===== src/rtl/uart_rx_cfg_if.sv =====
// Serial line plus received-word bus for uart_rx_cfg.
// master = the receiver, slave = the consumer that also drives the line and tick.
interface uart_rx_cfg_if #(
    parameter int DATA_BITS = 8
);
    logic                 rx;
    logic                 b_tick;
    logic [DATA_BITS-1:0] rx_data;
    logic                 rx_done;
    logic                 parity_err;
    logic                 frame_err;
    logic                 rx_busy;

    modport master (
        input  rx, b_tick,
        output rx_data, rx_done, parity_err, frame_err, rx_busy
    );

    modport slave (
        output rx, b_tick,
        input  rx_data, rx_done, parity_err, frame_err, rx_busy
    );
endinterface


===== src/rtl/uart_rx_cfg.sv =====
// Configurable UART receiver: oversampled, 3-sample majority vote per bit,
// optional parity, 1/2 stop bits, start-glitch rejection and break recovery.
module uart_rx_cfg #(
    parameter int DATA_BITS  = 8,
    parameter int OVERSAMPLE = 16,
    parameter int PARITY_EN  = 0,
    parameter int PARITY_ODD = 0,
    parameter int STOP_BITS  = 1
) (
    input  logic          clk,
    input  logic          rst_n,
    uart_rx_cfg_if.master bus
);
    localparam int CW = $clog2(OVERSAMPLE);
    localparam int BW = $clog2(DATA_BITS);
    localparam logic [CW-1:0] CNT_MAX  = CW'(OVERSAMPLE - 1);
    localparam logic [CW-1:0] SMP0     = CW'(OVERSAMPLE / 2 - 1);
    localparam logic [CW-1:0] SMP1     = CW'(OVERSAMPLE / 2);
    localparam logic [CW-1:0] VOTE     = CW'(OVERSAMPLE / 2 + 1);
    localparam logic [BW-1:0] LAST_BIT = BW'(DATA_BITS - 1);
    localparam logic LAST_STOP = (STOP_BITS == 2);
    localparam logic ODD       = (PARITY_ODD != 0);
    localparam logic HAS_PAR   = (PARITY_EN != 0);

    localparam logic [2:0] IDLE      = 3'd0;
    localparam logic [2:0] START     = 3'd1;
    localparam logic [2:0] DATA      = 3'd2;
    localparam logic [2:0] PARITY    = 3'd3;
    localparam logic [2:0] STOP      = 3'd4;
    localparam logic [2:0] WAIT_IDLE = 3'd5;

    logic [1:0]           sync_q, sync_d;
    logic [2:0]           state_q, state_d;
    logic [CW-1:0]        cnt_q, cnt_d;
    logic [BW-1:0]        bit_idx_q, bit_idx_d;
    logic                 stop_idx_q, stop_idx_d;
    logic [1:0]           smp_q, smp_d;
    logic [DATA_BITS-1:0] shreg_q, shreg_d;
    logic                 perr_pend_q, perr_pend_d;
    logic                 ferr_pend_q, ferr_pend_d;
    logic [DATA_BITS-1:0] rx_data_q, rx_data_d;
    logic                 rx_done_q, rx_done_d;
    logic                 parity_err_q, parity_err_d;
    logic                 frame_err_q, frame_err_d;

    logic rx_s, maj, vote, ferr_now;

    assign rx_s = sync_q[1];
    assign maj  = (smp_q[0] & smp_q[1]) | (smp_q[0] & rx_s) | (smp_q[1] & rx_s);
    assign vote = (cnt_q == VOTE);

    always_comb begin
        sync_d       = {sync_q[0], bus.rx};
        state_d      = state_q;
        cnt_d        = cnt_q;
        bit_idx_d    = bit_idx_q;
        stop_idx_d   = stop_idx_q;
        smp_d        = smp_q;
        shreg_d      = shreg_q;
        perr_pend_d  = perr_pend_q;
        ferr_pend_d  = ferr_pend_q;
        rx_data_d    = rx_data_q;
        rx_done_d    = 1'b0;
        parity_err_d = parity_err_q;
        frame_err_d  = frame_err_q;
        ferr_now     = 1'b0;

        if (bus.b_tick) begin
            if (state_q != IDLE && state_q != WAIT_IDLE) begin
                cnt_d = (cnt_q == CNT_MAX) ? '0 : cnt_q + 1'b1;
                if (cnt_q == SMP0) smp_d[0] = rx_s;
                if (cnt_q == SMP1) smp_d[1] = rx_s;
            end
            case (state_q)
                IDLE: if (!rx_s) begin
                    state_d     = START;
                    cnt_d       = '0;
                    perr_pend_d = 1'b0;
                    ferr_pend_d = 1'b0;
                end
                START: begin
                    if (vote && maj) begin
                        state_d = IDLE;
                    end else if (cnt_q == CNT_MAX) begin
                        state_d   = DATA;
                        bit_idx_d = '0;
                    end
                end
                DATA: begin
                    // LSB arrives first, so shift in from the top
                    if (vote) shreg_d = {maj, shreg_q[DATA_BITS-1:1]};
                    if (cnt_q == CNT_MAX) begin
                        if (bit_idx_q == LAST_BIT) begin
                            state_d    = HAS_PAR ? PARITY : STOP;
                            stop_idx_d = 1'b0;
                        end else begin
                            bit_idx_d = bit_idx_q + 1'b1;
                        end
                    end
                end
                PARITY: begin
                    if (vote) perr_pend_d = (^shreg_q) ^ maj ^ ODD;
                    if (cnt_q == CNT_MAX) begin
                        state_d    = STOP;
                        stop_idx_d = 1'b0;
                    end
                end
                STOP: begin
                    if (vote) begin
                        ferr_now    = ferr_pend_q | ~maj;
                        ferr_pend_d = ferr_now;
                        // complete mid-stop so a following start edge is not missed
                        if (stop_idx_q == LAST_STOP) begin
                            rx_done_d    = 1'b1;
                            rx_data_d    = shreg_q;
                            parity_err_d = perr_pend_q;
                            frame_err_d  = ferr_now;
                            state_d      = ferr_now ? WAIT_IDLE : IDLE;
                        end
                    end else if (cnt_q == CNT_MAX) begin
                        stop_idx_d = 1'b1;
                    end
                end
                WAIT_IDLE: if (rx_s) state_d = IDLE;
                default: state_d = IDLE;
            endcase
        end
    end

    always_ff @(posedge clk or negedge rst_n) begin
        if (!rst_n) begin
            sync_q       <= 2'b11;
            state_q      <= IDLE;
            cnt_q        <= '0;
            bit_idx_q    <= '0;
            stop_idx_q   <= 1'b0;
            smp_q        <= 2'b11;
            shreg_q      <= '0;
            perr_pend_q  <= 1'b0;
            ferr_pend_q  <= 1'b0;
            rx_data_q    <= '0;
            rx_done_q    <= 1'b0;
            parity_err_q <= 1'b0;
            frame_err_q  <= 1'b0;
        end else begin
            sync_q       <= sync_d;
            state_q      <= state_d;
            cnt_q        <= cnt_d;
            bit_idx_q    <= bit_idx_d;
            stop_idx_q   <= stop_idx_d;
            smp_q        <= smp_d;
            shreg_q      <= shreg_d;
            perr_pend_q  <= perr_pend_d;
            ferr_pend_q  <= ferr_pend_d;
            rx_data_q    <= rx_data_d;
            rx_done_q    <= rx_done_d;
            parity_err_q <= parity_err_d;
            frame_err_q  <= frame_err_d;
        end
    end

    assign bus.rx_data    = rx_data_q;
    assign bus.rx_done    = rx_done_q;
    assign bus.parity_err = parity_err_q;
    assign bus.frame_err  = frame_err_q;
    assign bus.rx_busy    = (state_q != IDLE);
endmodule


===== src/flat_wrapper.sv =====
// flat-port wrapper written by rule: the top's interface ports become plain ports
module uart_rx_cfg_flat 
#(
    parameter int DATA_BITS  = 8,
    parameter int OVERSAMPLE = 16,
    parameter int PARITY_EN  = 0,
    parameter int PARITY_ODD = 0,
    parameter int STOP_BITS  = 1
)
  (clk, rst_n, bus_rx, bus_b_tick, bus_rx_data, bus_rx_done, bus_parity_err, bus_frame_err, bus_rx_busy);
  uart_rx_cfg_if #(.DATA_BITS(DATA_BITS)) bus_i ();
  input  logic clk;
  input  logic rst_n;
  input wire logic [$bits(bus_i.rx)-1:0] bus_rx;
  input wire logic [$bits(bus_i.b_tick)-1:0] bus_b_tick;
  output wire logic [$bits(bus_i.rx_data)-1:0] bus_rx_data;
  output wire logic [$bits(bus_i.rx_done)-1:0] bus_rx_done;
  output wire logic [$bits(bus_i.parity_err)-1:0] bus_parity_err;
  output wire logic [$bits(bus_i.frame_err)-1:0] bus_frame_err;
  output wire logic [$bits(bus_i.rx_busy)-1:0] bus_rx_busy;
  assign bus_i.rx = bus_rx;
  assign bus_i.b_tick = bus_b_tick;
  assign bus_rx_data = bus_i.rx_data;
  assign bus_rx_done = bus_i.rx_done;
  assign bus_parity_err = bus_i.parity_err;
  assign bus_frame_err = bus_i.frame_err;
  assign bus_rx_busy = bus_i.rx_busy;
  uart_rx_cfg #(.DATA_BITS(DATA_BITS), .OVERSAMPLE(OVERSAMPLE), .PARITY_EN(PARITY_EN), .PARITY_ODD(PARITY_ODD), .STOP_BITS(STOP_BITS)) u_core (.clk(clk), .rst_n(rst_n), .bus(bus_i));
endmodule

===== config.mk =====
export PLATFORM = sky130hd
export DESIGN_NAME = uart_rx_cfg_flat
export DESIGN_NICKNAME = d
export VERILOG_FILES = /design/src/rtl/uart_rx_cfg_if.sv /design/src/rtl/uart_rx_cfg.sv /design/src/flat_wrapper.sv
export SDC_FILE = /design/constraint.sdc
export NUM_CORES = 1
export LEC_CHECK = 0
export ABC_CLOCK_PERIOD_IN_PS = 2100
export BUFFER_PORTS_ARGS = -buffer_cell sky130_fd_sc_hd__buf_2
export CAP_MARGIN = 20
export CORE_ASPECT_RATIO = 0.5
export CORE_UTILIZATION = 39
export CTS_CLUSTER_SIZE = 40
export DETAILED_ROUTE_END_ITERATION = 10
export GPL_ROUTABILITY_DRIVEN = 0
export REMOVE_ABC_BUFFERS = 1
export SYNTH_ARGS = -nofsm -noshare
export SYNTH_HDL_FRONTEND = slang
export SYNTH_SLANG_ARGS = --single-unit

===== constraint.sdc =====
create_clock -name clk -period 2.1 [get_ports clk]
set_input_delay 0.105 -clock clk [delete_from_list [all_inputs] [get_ports clk]]
set_output_delay 0.105 -clock clk [all_outputs]
set_load 0.01 [all_outputs]

==> impl_metrics.py, run 1 <==
metrics = {
    "timing": {
        "rsz0062_at_grt": "no",
        "post-route-period-util_pct": 89.43,
        "fin_ws_ns": 0.2219,
        "fin_setup_tns_ns": 0,
        "hold_viol": 0,
        "slew_headroom_pct": 46.69,
        "tightest_slew_ns": 0.7997,
        "setup_violations": 0,
        "max_freq_mhz": 532.4,
        "skew_ns": 0.002676,
        "period_needed_ns": 1.878,
        "report.final.slew_viol_count": 0,
    },
    "worst_setup_path": {
        "cpMaxStageDelayCell": "dfrtp_1",
        "cp.buffers_inverters": 1,
        "critPathKind": "register to register",
        "worstPathMaxFanout": 12,
        "critical_path.max_stage_delay_ns": 0.41,
        "crit_chain": "inv_1 -> ha_1 -> and3b_1 -> nand4_2 -> mux2_2",
        "cp-end-kind": "register",
        "crit_arrival_ns": 2.05,
        "start_kind": "register",
        "cpLargestDelayFamily": "simple AND/OR/NAND/NOR gates",
        "cp_data_required_time_ns": 2.28,
    },
    "clock_tree": {
        "cts_buffer_depth": 2,
        "cts_root_buffer": "clkbuf_8",
        "cts_sinks": 36,
        "htree_levels": 2,
        "cts.reportedPaths.clkPinSlew_ns": 0.07,
        "numCtsBuffers": 5,
        "cts_tree": "done",
        "clkLatencyLatePin_ns": 0.29,
        "ctsHoldBuffers": 2,
        "postCtsSetupRepairBufs": 0,
        "ctsResizeCount": 0,
    },
    "detailed_routing": {
        "drtIter0Drc": 50,
        "route.detailed.wl_per_inst_um": 14.44,
        "wl_mm": 3.494,
        "firstDrtPassIters": 4,
        "drtAntennaViolNets": 0,
        "drc": 0,
        "vias": 1287,
        "viasPerCell": 5.318,
    },
    "job": {
        "drv_cap": 0,
    },
    "synth": {
        "syn_avg_cell_area_um2": 11.94,
        "synth_warnings": 0,
        "yosysSeqAreaShare_pct": 48.62,
        "ys_types": 50,
        "ys_ff_latch": 36,
        "synthCells": 156,
        "synthArstFlopShare_pct": 100.0,
        "synth_top_area_share_pct": 42.98,
        "synth-edff-count": 0,
        "yosys-top-cells-area": "dfrtp_1 43%, mux2_2 12%, dfstp_2 5.6%, ha_1 3.4%, a22o_1 2.8%",
        "netlist_area_um2": 1863,
        "synth_flop_cell": "dfrtp_1",
        "synth_largest_area_cell": "dfrtp_1",
    },
    "finish": {
        "antennaDiodeCount": 0,
        "final_nets": 184,
        "drive_gt1_share_pct": 33.52,
        "finish.instance_area_um2": 2128,
        "area_delta_synth_final_pct": 14.24,
    },
    "power_and_ir_drop": {
        "sw_frac_of_total_pct": 32.63,
        "seqPwrFrac_pct": 43.7,
        "p_leak_nw": 1.058,
        "power_switching_mw": 0.7002,
        "power_frac_clock_pct": 27.9,
        "power_density_nw_per_um2": 1008,
        "p_comb_share_pct": 28.4,
        "power.internal_mw": 1.446,
        "max-vdd-ir-drop_uv": 395.9,
    },
    "die": {
        "num_io_pins": 16,
        "row_count": 17,
        "dieArea_um2": 5074,
        "initial_core_util_pct": 41.51,
        "die_x_um": 99.75,
        "coreArea_um2": 4488,
        "fp.dieH_um": 50.87,
    },
    "run_status": {
        "status": "finished clean",
    },
    "grt": {
        "use_met3_pct": 4.651,
        "grt_pass1_vias": 1227,
        "grt_pass1_wl_mm": 5.878,
        "antenna_found_initial": 0,
        "grtUsageMet2_pct": 24.37,
        "gr-usage-met1_pct": 19.53,
        "grt_use_total_pct": 15.54,
        "gr-total-overflow": 0,
        "busiest_layer": "met2",
        "grt_max_degree": 37,
    },
    "placed_design": {
        "dp_slack_ns": 0.2399,
        "placed_cell_area_um2": 2001,
        "dp_hpwl_mm": 2.422,
        "io_buffers": 15,
    },
    "worst_hold_path": {
        "hp-class": "primary input to register",
    },
}
[logic make-up after synthesis]
kind of cell | after synthesis | synth area share, %
AO/OA/AOI/OAI | 33 | 13.03
adder cells (fa/ha/maj) | 6 | 3.962
XOR/XNOR | 8 | 4.500
flip-flops | 36 | 48.62
AND/OR/NAND/NOR | 36 | 12.96
multiplexers | 21 | 12.63
buffers and inverters | 16 | 4.298
[sequential cells by signal, summed over array words and instances, names as in the netlist, 2 cells and up]
signal / flops
u_core.cnt_q: 4
u_core.smp_q: 2
u_core.sync_q: 2
u_core.state_q: 3
u_core.bus.rx_data: 8
u_core.shreg_q: 8
u_core.bit_idx_q: 3
[stage by stage]
| step | std cells | utilization [%] | power [mW] | hold WS [ns] |
|---|---|---|---|---|
| after floorplan | 146 | - | 1.346 | -0.1906 |
| after global placement | 232 | 44.58 | 1.533 | 0.2100 |
| after detailed placement | 232 | 44.58 | 1.551 | 0.2182 |
| after CTS | 242 | 47.42 | 2.162 | 0.2057 |
| after global routing | 242 | 47.42 | 2.275 | 0.2387 |
| final | 242 | 47.42 | 2.146 | 0.2166 |
[power groups by stage]
stage | registers, mW | clock network, mW | logic, mW
4_1_cts | 0.935 | 0.619 | 0.608
3_5_place_dp | 0.947 | 0 | 0.604
3_3_place_gp | 0.941 | 0 | 0.592
5_1_grt | 0.956 | 0.647 | 0.672
2_1_floorplan | 0.925 | 0 | 0.421
6_report | 0.938 | 0.600 | 0.609
[final cells by class]
cell class	count	area [um^2]
multi-input cells	104	877.1
clock inverters	2	35.03
inverters	6	22.52
well taps	66	82.58
repair buffers	22	132.6
clock buffers	6	72.57
flip-flops and latches	36	905.9
fillers	429	2360
[layout by cell type (no fill, tap or decap), types with 3 or more instances in the layout]
master / synthesis / routed
o31ai_1: 3 / 3
xnor2_1: 6 / 6
dfrtp_1: 32 / 32
nor2_1: 4 / 4
nor2b_1: 3 / 3
buf_4: 1 / 5
mux2_2: 20 / 20
buf_2: 5 / 15
clkbuf_8: 0 / 5
a22o_1: 6 / 6
ha_1: 5 / 5
nand2_1: 7 / 7
inv_1: 6 / 6
o21ai_0: 8 / 8
dfstp_2: 4 / 4
[metal layers]
metal / routed length (um) / share of wire (%) / vias to the layer above
li1: - / - / 607
met1: 1603 / 46 / 647
met2: 1684 / 48 / 24
met3: 140 / 4.0 / 9
met4: 65 / 1.9 / 0
met5: 0 / 0 / -
[synth_stat cells (3+ instances only)]
cell type  count
a22o_1         6
buf_2          5
dfrtp_1       32
dfstp_2        4
ha_1           5
inv_1          6
mux2_2        20
nand2_1        7
nor2_1         4
nor2b_1        3
o21ai_0        8
o31ai_1        3
xnor2_1        6
[worst paths after layout]
check | to | slack (ns) | cells past startpoint | start
hold reg to reg | u_core.sync_q[1] | 0.36 | 0 | u_core.sync_q[0]
setup reg to reg | u_core.bus.rx_data[1] | 0.22 | 5 | u_core.cnt_q[1]
min in group asynchronous | u_core.cnt_q[3] | 0.44 | 2 | rst_n
hold / removal | u_core.cnt_q[2] | 0.22 | 2 | bus_b_tick
setup / recovery | u_core.bus.rx_data[1] | 0.22 | 5 | u_core.cnt_q[1]
max in group asynchronous | u_core.bus.frame_err | 1.16 | 2 | rst_n
No activity file was read; power rests on OpenSTA's default activity.
==> run 2: changes to the inputs <==
- ABC_CLOCK_PERIOD_IN_PS: 2100 -> 2250
- clock period: 2.1 -> 2.25 ns (I/O delays scaled with it)
==> run 2 against run 1 <==
Effect of this change:
- global-route usage is 0.30 points higher
- die area did not move
- sequential share of layout area is 0.53 points higher
- cell count fell by 1.7%
- via count decreased by 2.9%
- final area down 1.2%
- setup slack improved by 0.16 ns
==> impl_metrics.py, run 2 (synthesis results as in run 1) <==
metrics = {
    "grt": {
        "grt_use_total_pct": 15.84,
        "grt_max_degree": 37,
        "use_met3_pct": 4.104,
        "gr-usage-met1_pct": 21.27,
        "grtUsageMet2_pct": 23.79,
        "antenna_found_initial": 0,
        "busiest_layer": "met2",
        "gr-total-overflow": 0,
        "grt_pass1_vias": 1238,
        "grt_pass1_wl_mm": 5.961,
    },
    "finish": {
        "antennaDiodeCount": 0,
        "final_nets": 180,
        "utilization_pct": 46.84,
        "final_cell_mix": "32 x dfrtp_1, 20 x mux2_2, 15 x buf_2",
        "finish.instance_area_um2": 2102,
        "layout_commonest_cell": "dfrtp_1",
        "drive_gt1_share_pct": 32.56,
        "area_delta_synth_final_pct": 12.83,
    },
    "worst_setup_path": {
        "cp_data_required_time_ns": 2.43,
        "cp-end-kind": "register",
        "crit_arrival_ns": 2.05,
        "critPathKind": "register to register",
        "worstPathMaxFanout": 12,
        "start_kind": "register",
    },
    "power_and_ir_drop": {
        "p_leak_nw": 1.037,
        "power_frac_clock_pct": 29.0,
        "power_density_nw_per_um2": 940.9,
        "max-vdd-ir-drop_uv": 367.9,
        "power.internal_mw": 1.321,
        "seqPwrFrac_pct": 45.4,
        "finalPower_mw": 1.978,
        "power_switching_mw": 0.6573,
        "p_comb_share_pct": 25.5,
        "sw_frac_of_total_pct": 33.23,
    },
    "clock_tree": {
        "cts_buffer_depth": 2,
        "htree_levels": 2,
        "cts_root_buffer": "clkbuf_8",
        "cts_tree": "done",
        "clkLatencyLatePin_ns": 0.29,
        "cts_sinks": 36,
        "cts.reportedPaths.clkPinSlew_ns": 0.08,
        "postCtsSetupRepairBufs": 0,
        "numCtsBuffers": 5,
    },
    "job": {
        "drv_cap": 0,
    },
    "worst_hold_path": {
        "hp-class": "primary input to register",
    },
    "detailed_routing": {
        "vias": 1250,
        "drtIter0Drc": 55,
        "firstDrtPassIters": 4,
        "drtAntennaViolNets": 0,
        "viasPerCell": 5.252,
        "wl_mm": 3.382,
        "drc": 0,
        "route.detailed.wl_per_inst_um": 14.21,
    },
    "die": {
        "row_count": 17,
        "fp.dieH_um": 50.87,
        "die_x_um": 99.75,
        "initial_core_util_pct": 41.51,
        "coreArea_um2": 4488,
        "dieArea_um2": 5074,
        "num_io_pins": 16,
    },
    "timing": {
        "hold_viol": 0,
        "setup_violations": 0,
        "rsz0062_at_grt": "no",
        "post-route-period-util_pct": 82.96,
        "period_needed_ns": 1.867,
        "fin_ws_ns": 0.3833,
        "slew_headroom_pct": 47.23,
        "tightest_slew_ns": 0.7916,
        "skew_ns": 0.007399,
        "fin_setup_tns_ns": 0,
        "report.final.slew_viol_count": 0,
        "max_freq_mhz": 535.7,
    },
    "run_status": {
        "status": "finished clean",
    },
    "placed_design": {
        "placed_cell_area_um2": 1971,
        "dp_slack_ns": 0.3866,
        "dp_hpwl_mm": 2.308,
        "io_buffers": 15,
    },
}
## run 2: cell count changes in the layout (fill, tap and decap cells not counted), sizes merged
cell and change:
buf -4, clkbuf -1, clkinvlp +1
## run 2: final timing paths
check	slack (ns)	start	depth (start not counted)	endpoint
min in group asynchronous	0.44	rst_n	2	u_core.cnt_q[2]
max in group asynchronous	1.31	rst_n	2	u_core.shreg_q[2]
setup / recovery	0.38	u_core.cnt_q[1]	5	u_core.bus.rx_data[6]
setup reg to reg	0.38	u_core.cnt_q[1]	5	u_core.bus.rx_data[6]
hold / removal	0.21	bus_b_tick	2	u_core.cnt_q[2]
hold reg to reg	0.36	u_core.sync_q[0]	0	u_core.sync_q[1]
## run 2: cell type report
class                           instances  area [um^2]
Clock buffer                            5        68.82
Fill cell                             421         2386
Inverter                                6        22.52
Tap cell                               66        82.58
Multi-Input combinational cell        104        877.1
Clock inverter                          3        42.54
Timing Repair Buffer                   18        102.6
Sequential cell                        36        905.9
## run 2: critical path: stages (launching register included)
cell and delay (ns):
dfrtp_1 0.42, inv_1 0.09, ha_1 0.13, and3b_1 0.33, nand4_2 0.38, mux2_2 0.39
## run 2: power groups by stage
stage          sequential [mW]  clock, mW  combinational (mW)
2_1_floorplan            0.863          0               0.393
3_3_place_gp             0.905          0               0.491
6_report                 0.899      0.574               0.505
4_1_cts                  0.897      0.589               0.512
3_5_place_dp             0.908          0               0.504
5_1_grt                  0.921      0.626               0.572
## run 2: metal layers
metal | part of all wire [%] | vias to the layer above
met5 | 0 | -
li1 | - | 600
met4 | 1.8 | 0
met2 | 46 | 17
met3 | 3.0 | 5
met1 | 49 | 628
## run 2: timing repair
item                      4_1_cts  5_1_grt
hold endpoints to repair       33        0
hold buffers                    2        0
gates resized for setup         0        0
## run 2: metrics by stage
stage / cells / hold slack, ns
after floorplan: 146 / -0.1831
after global placement: 228 / 0.2186
after detailed placement: 228 / 0.2277
after CTS: 238 / 0.2111
after global routing: 238 / 0.2251
final: 238 / 0.2069
